<file path="src/rtl/bnn_fc_seq_if.sv">
`default_nettype none
// ============================================================================
// Module   : bnn_fc_seq_if
// Purpose  : Handshake/data bundle for bnn_fc_seq; raw_score exists only when
//            BNN_FC_RAW_OUT_EN is defined.
// Revision : 1.0
// ============================================================================
interface bnn_fc_seq_if #(
    parameter int ISIZE    = 16,
    parameter int LSIZE    = 10,
    parameter int THRESH_W = 16
);
    localparam int CNT_W = $clog2(ISIZE + 1) + 2;

    logic                      in_valid;
    logic                      in_ready;
    logic [ISIZE-1:0]          in_vec;
    logic [LSIZE*ISIZE-1:0]    w_bits;
    logic [LSIZE*ISIZE-1:0]    w_mask;
    logic [LSIZE*THRESH_W-1:0] threshold;
    logic                      out_valid;
    logic                      out_ready;
    logic [LSIZE-1:0]          o;
    logic                      busy;
`ifdef BNN_FC_RAW_OUT_EN
    logic [LSIZE*CNT_W-1:0]    raw_score;

    modport master (
        output in_valid, in_vec, w_bits, w_mask, threshold, out_ready,
        input  in_ready, out_valid, o, busy, raw_score
    );
    modport slave (
        input  in_valid, in_vec, w_bits, w_mask, threshold, out_ready,
        output in_ready, out_valid, o, busy, raw_score
    );
`else
    modport master (
        output in_valid, in_vec, w_bits, w_mask, threshold, out_ready,
        input  in_ready, out_valid, o, busy
    );
    modport slave (
        input  in_valid, in_vec, w_bits, w_mask, threshold, out_ready,
        output in_ready, out_valid, o, busy
    );
`endif
endinterface
`default_nettype wire

</file>
<file path="src/rtl/bnn_fc_seq.sv">
`default_nettype none
// ============================================================================
// Module   : bnn_fc_seq
// Purpose  : Time-multiplexed binarised FC layer with sparse weight masks,
//            CHUNK input bits per clock. BNN_FC_RAW_OUT_EN adds raw_score.
// Revision : 1.0
// ============================================================================
module bnn_fc_seq #(
    parameter int ISIZE    = 16,
    parameter int LSIZE    = 10,
    parameter int CHUNK    = 4,
    parameter int THRESH_W = 16
) (
    input  logic        clk,
    input  logic        rst,
    bnn_fc_seq_if.slave bus
);
    localparam int NCHUNK = (ISIZE + CHUNK - 1) / CHUNK;
    localparam int CNT_W  = $clog2(ISIZE + 1) + 2;
    localparam int PADW   = NCHUNK * CHUNK;
    localparam int NW     = (LSIZE > 1) ? $clog2(LSIZE) : 1;
    localparam int CW     = (NCHUNK > 1) ? $clog2(NCHUNK) : 1;
    localparam int PC_W   = $clog2(CHUNK + 1);
    localparam int CMP_W  = ((CNT_W > THRESH_W) ? CNT_W : THRESH_W) + 1;

    typedef enum logic [1:0] {
        S_IDLE = 2'd0,
        S_RUN  = 2'd1,
        S_DONE = 2'd2
    } state_t;

    state_t state, state_nxt;

    logic [ISIZE-1:0]          vec_q;
    logic [LSIZE*ISIZE-1:0]    wb_q;
    logic [LSIZE*ISIZE-1:0]    wm_q;
    logic [LSIZE*THRESH_W-1:0] th_q;
    logic [NW-1:0]             n_q;
    logic [CW-1:0]             c_q;
    logic [CNT_W-1:0]          acc_q;
    logic [CNT_W-1:0]          nv_q;
    logic [LSIZE-1:0]          o_q;

    logic                       accept;
    logic                       last_chunk;
    logic                       last_neuron;
    logic [PADW-1:0]            match_pad;
    logic [PADW-1:0]            mask_pad;
    logic [CHUNK-1:0]           match_chunk;
    logic [CHUNK-1:0]           mask_chunk;
    logic [PC_W-1:0]            match_cnt;
    logic [PC_W-1:0]            mask_cnt;
    logic [CNT_W-1:0]           acc_nxt;
    logic [CNT_W-1:0]           nv_nxt;
    logic signed [THRESH_W-1:0] th_n;
    logic signed [CMP_W-1:0]    lhs;
    logic signed [CMP_W-1:0]    rhs;
    logic                       fire;

    assign last_chunk  = (c_q == CW'(NCHUNK - 1));
    assign last_neuron = (n_q == NW'(LSIZE - 1));

    // Pad bits beyond ISIZE stay zero in both vectors, so a ragged last chunk
    // contributes nothing to either count.
    always_comb begin
        match_pad = '0;
        mask_pad  = '0;
        mask_pad[ISIZE-1:0]  = wm_q[n_q*ISIZE +: ISIZE];
        match_pad[ISIZE-1:0] = ~(vec_q ^ wb_q[n_q*ISIZE +: ISIZE])
                               & wm_q[n_q*ISIZE +: ISIZE];
        match_chunk = match_pad[c_q*CHUNK +: CHUNK];
        mask_chunk  = mask_pad[c_q*CHUNK +: CHUNK];
        match_cnt   = '0;
        mask_cnt    = '0;
        for (int k = 0; k < CHUNK; k++) begin
            match_cnt = match_cnt + PC_W'(match_chunk[k]);
            mask_cnt  = mask_cnt + PC_W'(mask_chunk[k]);
        end
        acc_nxt = acc_q + CNT_W'(match_cnt);
        nv_nxt  = nv_q + CNT_W'(mask_cnt);
        th_n    = th_q[n_q*THRESH_W +: THRESH_W];
        // 2*acc is non-negative and narrower than CMP_W; threshold is sign-extended.
        lhs  = $signed(CMP_W'({acc_nxt, 1'b0}));
        rhs  = CMP_W'(th_n) + $signed(CMP_W'(nv_nxt));
        fire = (lhs > rhs);
    end

    always_ff @(posedge clk or negedge rst) begin
        if (!rst) begin
            state <= S_IDLE;
        end else begin
            state <= state_nxt;
        end
    end

    always_comb begin
        state_nxt     = state;
        accept        = 1'b0;
        bus.in_ready  = 1'b0;
        bus.busy      = 1'b0;
        bus.out_valid = 1'b0;
        case (state)
            S_IDLE: begin
                bus.in_ready = 1'b1;
                if (bus.in_valid) begin
                    accept    = 1'b1;
                    state_nxt = S_RUN;
                end
            end
            S_RUN: begin
                bus.busy = 1'b1;
                if (last_chunk && last_neuron) begin
                    state_nxt = S_DONE;
                end
            end
            S_DONE: begin
                bus.out_valid = 1'b1;
                if (bus.out_ready) begin
                    state_nxt = S_IDLE;
                end
            end
            default: state_nxt = S_IDLE;
        endcase
    end

    always_ff @(posedge clk or negedge rst) begin
        if (!rst) begin
            vec_q <= '0;
            wb_q  <= '0;
            wm_q  <= '0;
            th_q  <= '0;
            n_q   <= '0;
            c_q   <= '0;
            acc_q <= '0;
            nv_q  <= '0;
            o_q   <= '0;
        end else if (accept) begin
            vec_q <= bus.in_vec;
            wb_q  <= bus.w_bits;
            wm_q  <= bus.w_mask;
            th_q  <= bus.threshold;
            n_q   <= '0;
            c_q   <= '0;
            acc_q <= '0;
            nv_q  <= '0;
        end else if (state == S_RUN) begin
            if (last_chunk) begin
                o_q[n_q] <= fire;
                c_q      <= '0;
                acc_q    <= '0;
                nv_q     <= '0;
                n_q      <= last_neuron ? '0 : n_q + NW'(1);
            end else begin
                c_q   <= c_q + CW'(1);
                acc_q <= acc_nxt;
                nv_q  <= nv_nxt;
            end
        end
    end

    assign bus.o = o_q;

`ifdef BNN_FC_RAW_OUT_EN
    logic [CNT_W-1:0]       score;
    logic [LSIZE*CNT_W-1:0] raw_q;

    assign score = {acc_nxt[CNT_W-2:0], 1'b0} - nv_nxt;

    always_ff @(posedge clk or negedge rst) begin
        if (!rst) begin
            raw_q <= '0;
        end else if (state == S_RUN && last_chunk) begin
            raw_q[n_q*CNT_W +: CNT_W] <= score;
        end
    end

    assign bus.raw_score = raw_q;
`endif

endmodule
`default_nettype wire

</file>
<file path="src/flat_wrapper.sv">
// flat-port wrapper written by rule: the top's interface ports become plain ports
module bnn_fc_seq_flat 
#(
    parameter int ISIZE    = 16,
    parameter int LSIZE    = 10,
    parameter int CHUNK    = 4,
    parameter int THRESH_W = 16
)
  (clk, rst, bus_in_valid, bus_in_vec, bus_w_bits, bus_w_mask, bus_threshold, bus_out_ready, bus_in_ready, bus_out_valid, bus_o, bus_busy);
  bnn_fc_seq_if #(.ISIZE(ISIZE), .LSIZE(LSIZE), .THRESH_W(THRESH_W)) bus_i ();
  input  logic clk;
  input  logic rst;
  input wire logic [$bits(bus_i.in_valid)-1:0] bus_in_valid;
  input wire logic [$bits(bus_i.in_vec)-1:0] bus_in_vec;
  input wire logic [$bits(bus_i.w_bits)-1:0] bus_w_bits;
  input wire logic [$bits(bus_i.w_mask)-1:0] bus_w_mask;
  input wire logic [$bits(bus_i.threshold)-1:0] bus_threshold;
  input wire logic [$bits(bus_i.out_ready)-1:0] bus_out_ready;
  output wire logic [$bits(bus_i.in_ready)-1:0] bus_in_ready;
  output wire logic [$bits(bus_i.out_valid)-1:0] bus_out_valid;
  output wire logic [$bits(bus_i.o)-1:0] bus_o;
  output wire logic [$bits(bus_i.busy)-1:0] bus_busy;
  assign bus_i.in_valid = bus_in_valid;
  assign bus_i.in_vec = bus_in_vec;
  assign bus_i.w_bits = bus_w_bits;
  assign bus_i.w_mask = bus_w_mask;
  assign bus_i.threshold = bus_threshold;
  assign bus_i.out_ready = bus_out_ready;
  assign bus_in_ready = bus_i.in_ready;
  assign bus_out_valid = bus_i.out_valid;
  assign bus_o = bus_i.o;
  assign bus_busy = bus_i.busy;
  bnn_fc_seq #(.ISIZE(ISIZE), .LSIZE(LSIZE), .CHUNK(CHUNK), .THRESH_W(THRESH_W)) u_core (.clk(clk), .rst(rst), .bus(bus_i));
endmodule
</file>
<file path="config.mk">
export PLATFORM = sky130hd
export DESIGN_NAME = bnn_fc_seq_flat
export DESIGN_NICKNAME = d
export VERILOG_FILES = /design/src/rtl/bnn_fc_seq_if.sv /design/src/rtl/bnn_fc_seq.sv /design/src/flat_wrapper.sv
export SDC_FILE = /design/constraint.sdc
export NUM_CORES = 1
export LEC_CHECK = 0
export CAP_MARGIN = 0
export CORE_UTILIZATION = 53
export CTS_BUF_LIST = sky130_fd_sc_hd__clkbuf_4 sky130_fd_sc_hd__clkbuf_8
export CTS_CLUSTER_DIAMETER = 60
export CTS_CLUSTER_SIZE = 25
export DETAILED_ROUTE_END_ITERATION = 6
export PLACE_DENSITY = 0.82
export RECOVER_POWER = 50
export SYNTH_ARGS = -nofsm -noshare
export SYNTH_HDL_FRONTEND = slang
export SYNTH_SLANG_ARGS = --single-unit
</file>
<file path="constraint.sdc">
create_clock -name clk -period 7.8 [get_ports clk]
set_input_delay 0.78 -clock clk [delete_from_list [all_inputs] [get_ports clk]]
set_output_delay 0.78 -clock clk [all_outputs]
set_load 0.02 [all_outputs]
</file>
==> reports/metrics.yaml <==
yosys:
  post_synth.cell_area_avg_um2: 9.07
  ys_seq_area_frac: 0.537
  syn_inst: 2713
  ys.warnings.count: 0
  synth_enable_flop_cells: 0
  synth.cell_area_um2: 24600
  synthFlopType: "sky130_fd_sc_hd__dfrtp_1"
  postSynthNetCount: 3243
  flop_and_latch_count_out_of_synthesis: 528
  synth_async_sr_flop_share: 1.00
  netlist-cell-type-count: 64
clock_tree:
  postCtsSetupRepairBufs: 0
  cts-root-to-sink-buffers: 3
  hold_buffers: 0
  cts.reportedPaths.clkPinSlew_ps: 130
  cts_tree: "done"
  insertion_delay_ps: 680
  cts_sinks: 528
  post_cts.resized_instances: 0
  cts_htree_levels: 2
  number_of_buffers_created_by_cts: 38
  ctsRootBufferMaster: "sky130_fd_sc_hd__clkbuf_8"
setup_path:
  endpoint: "u_core.bus.o[9]$_DFFE_PN0P_"
  setup.worst_path.start: "u_core.n_q[1]$_DFFE_PN0P_"
  rrSetupSlack_ps: 790
  cell_repeated_most_along_the_worst_path: "sky130_fd_sc_hd__ha_1"
  crit_path_start_kind: "register"
  setup.worst_path.end_class: "register"
  worstPathRequired_ps: 8390
  cp_data_arrival_time_ps: 7600
  path_delay_family: "compound AO/OA/AOI/OAI gates"
  worstRegToRegCells: 28
  setup.worst_path.class: "reg -> reg"
  worst_r2r_endpoint: "u_core.bus.o[9]$_DFFE_PN0P_"
  crit_path_max_incr_delay_ps: 920
  cpMaxStageDelayCell: "sky130_fd_sc_hd__dfrtp_4"
  critical_path.n_buffers_inverters: 3
  cp.depth: 28
  r2r_start: "u_core.n_q[1]$_DFFE_PN0P_"
  critical_path_peak_fanout: 47
place:
  placement.io_buffers: 512
  detailed_place.area_um2: 30100
  gp_congestion: 0.926
  dp_hpwl_um: 57300
routing:
  count_of_unresolved_drc_violations_after_routing: 3
  drt_pre_antenna_iters: 7
  wire_per_inst_um: 20.5
  ant_nets: 0
  routed_via_density: 5.62
  routed-via-count: 21100
  drt_iter0_markers: 2567
  routed_wl_um: 77000
min_path:
  type_of_the_worst_min_delay_path: "reg -> reg"
timing:
  setup-violations-final: 0
  clock-skew-final_ps: 53.3
  rsz0062_at_grt: "no"
  hold_viol: 0
  fin_crit_ps: 7010
  max_freq_ghz: 0.143
  setup-tns-final_ps: 0
  fin_crit_sh: 0.899
  worst-slew-pin-transition_ps: 5610
  whs_ps: 484
  finalMaxSlewViolations: 442
  timing.max_slew.rel_slack: -2.74
cells_and_area:
  finish.net_count: 3657
  drive_above_1_share: 0.0653
  post-route-cell-area_um2: 31000
  area_growth_pct: 26.1
flow_run:
  timing.max_cap.violations: 5
global_routing:
  overflow: 0
  grt_usage: 0.331
  grt_antenna_before_repair: 5
  grt_max_degree: 225
  grt_first_pass_wirelength_um: 119000
  grt_pass1_vias: 21300
power:
  p_leak_uw: 0.0152
  comb_power_share: 0.507
  power_density_nw_per_um2: 434
  irDropWorstVdd_mv: 0.448
  power.share.clock: 0.128
  internal_power_uw: 7660
  switching_share: 0.431
  seqPwrFrac: 0.365
  power_switching_uw: 5800
floorplan:
  core.rowCount: 78
  floorplan.die.height_um: 217
  io-pin-count: 513
  initial_core_util: 0.540
  die_width_um: 217
  die-area_um2: 47300
  core_area_um2: 45600
status:
  violations: "DRC, capacitance limit, slew limit"
  result_of_the_run: "finished with violations"
-- worst reg2reg max path: cells and delay by family, from the launching register on --
kind,cells,cell delay [ps]
fa+ha+maj,6,1960
simple gates,7,1290
buf+inv,3,340
compound gates,10,2090
flops,1,920
xor+xnor,2,330
-- per-stage QoR --
step / setup slack (ps) / power [µW] / cells / util
2_1_floorplan: 1190 / 9530 / 2713 / -
3_3_place_gp: 1010 / 11400 / 3687 / 0.660
3_5_place_dp: 901 / 11700 / 3687 / 0.660
4_1_cts: 834 / 13500 / 3757 / 0.681
5_1_grt: 228 / 14500 / 3760 / 0.681
6_report: 785 / 13500 / 3760 / 0.681
-- cell families after synthesis --
group,after synthesis,share of synthesized area
simple gates,1665,0.259
fa+ha+maj,30,0.0168
flops,528,0.537
buf+inv,177,0.0301
compound gates,154,0.0484
xor+xnor,35,0.0125
mux,124,0.0958
-- cells in the mapped netlist, drive strengths merged, types with 16 or more instances --
library cell | instances | share of area
ha | 25 | 0.013
nand2 | 1555 | 0.24
dfrtp | 528 | 0.54
a21oi | 22 | 0.0045
nor2 | 59 | 0.0090
a22o | 17 | 0.0061
a222oi | 22 | 0.0090
xor2 | 16 | 0.0057
xnor2 | 19 | 0.0068
buf | 32 | 0.0080
mux2i | 27 | 0.011
mux4 | 88 | 0.081
clkbuf | 131 | 0.020
-- layout make-up --
class | count | area [µm²]
antenna | 3 | 7.51
clock buffer | 42 | 566
clock inverter | 28 | 400
fill | 3475 | 14500
inverter | 14 | 52.6
multi-input combinational | 2008 | 10700
sequential | 528 | 13200
tap | 600 | 751
timing repair buffer | 537 | 5350
-- routing by layer --
metal,track usage,wire (µm),up-vias
met3,0.0580,6560,178
met1,0.445,30400,10200
met2,0.529,36400,1124
met5,0,27,-
li1,-,-,9581
met4,0.147,3560,4
-- sequential cells by signal (all words and copies together), names as in the netlist --
name and count:
u_core.th_q 160, u_core.wb_q 160, u_core.wm_q 160, u_core.vec_q 16, u_core.bus.o 10, u_core.acc_q 7, u_core.nv_q 7, u_core.n_q 4
u_core.c_q 2, u_core.state 2
-- power groups by stage --
stage,Combinational [µW],Sequential (µW),Clock [µW]
2_1_floorplan,4980,4550,0
3_3_place_gp,6570,4860,0
3_5_place_dp,6750,4940,0
4_1_cts,6830,4880,1750
5_1_grt,7620,5030,1840
6_report,6830,4910,1730
-- cell usage in the layout (no fill, tap or decap), drive strengths merged, types with 8 or more instances in the layout --
cell,n
xnor2,19
nand3,9
clkbuf,46
ha,25
a22o,17
dfrtp,528
mux2i,27
nor2b,9
nand2,1555
a21oi,22
xor2,16
nand2b,8
nor3,9
inv,30
nor2,59
a222oi,22
clkdlybuf4s50,511
mux4,88
o22ai,15
mux2,9
clkinv,9
buf,22
a31oi,9
o21ai,15
-- how the worst min path moves through the flow --
stage / start / end / slack, ps / cells past startpoint
2_1_floorplan: u_core.th_q[124]$_DFFE_PN0P_ / u_core.th_q[124]$_DFFE_PN0P_ / 440 / 2
3_3_place_gp: u_core.th_q[123]$_DFFE_PN0P_ / u_core.th_q[123]$_DFFE_PN0P_ / 450 / 2
3_5_place_dp: u_core.wb_q[54]$_DFFE_PN0P_ / u_core.wb_q[54]$_DFFE_PN0P_ / 460 / 2
4_1_cts: rst / u_core.th_q[44]$_DFFE_PN0P_ / 130 / 1
5_1_grt: u_core.wb_q[61]$_DFFE_PN0P_ / u_core.wb_q[61]$_DFFE_PN0P_ / 510 / 2
6_report: u_core.wb_q[48]$_DFFE_PN0P_ / u_core.wb_q[48]$_DFFE_PN0P_ / 480 / 2
Power figures use the tool's default switching activity.
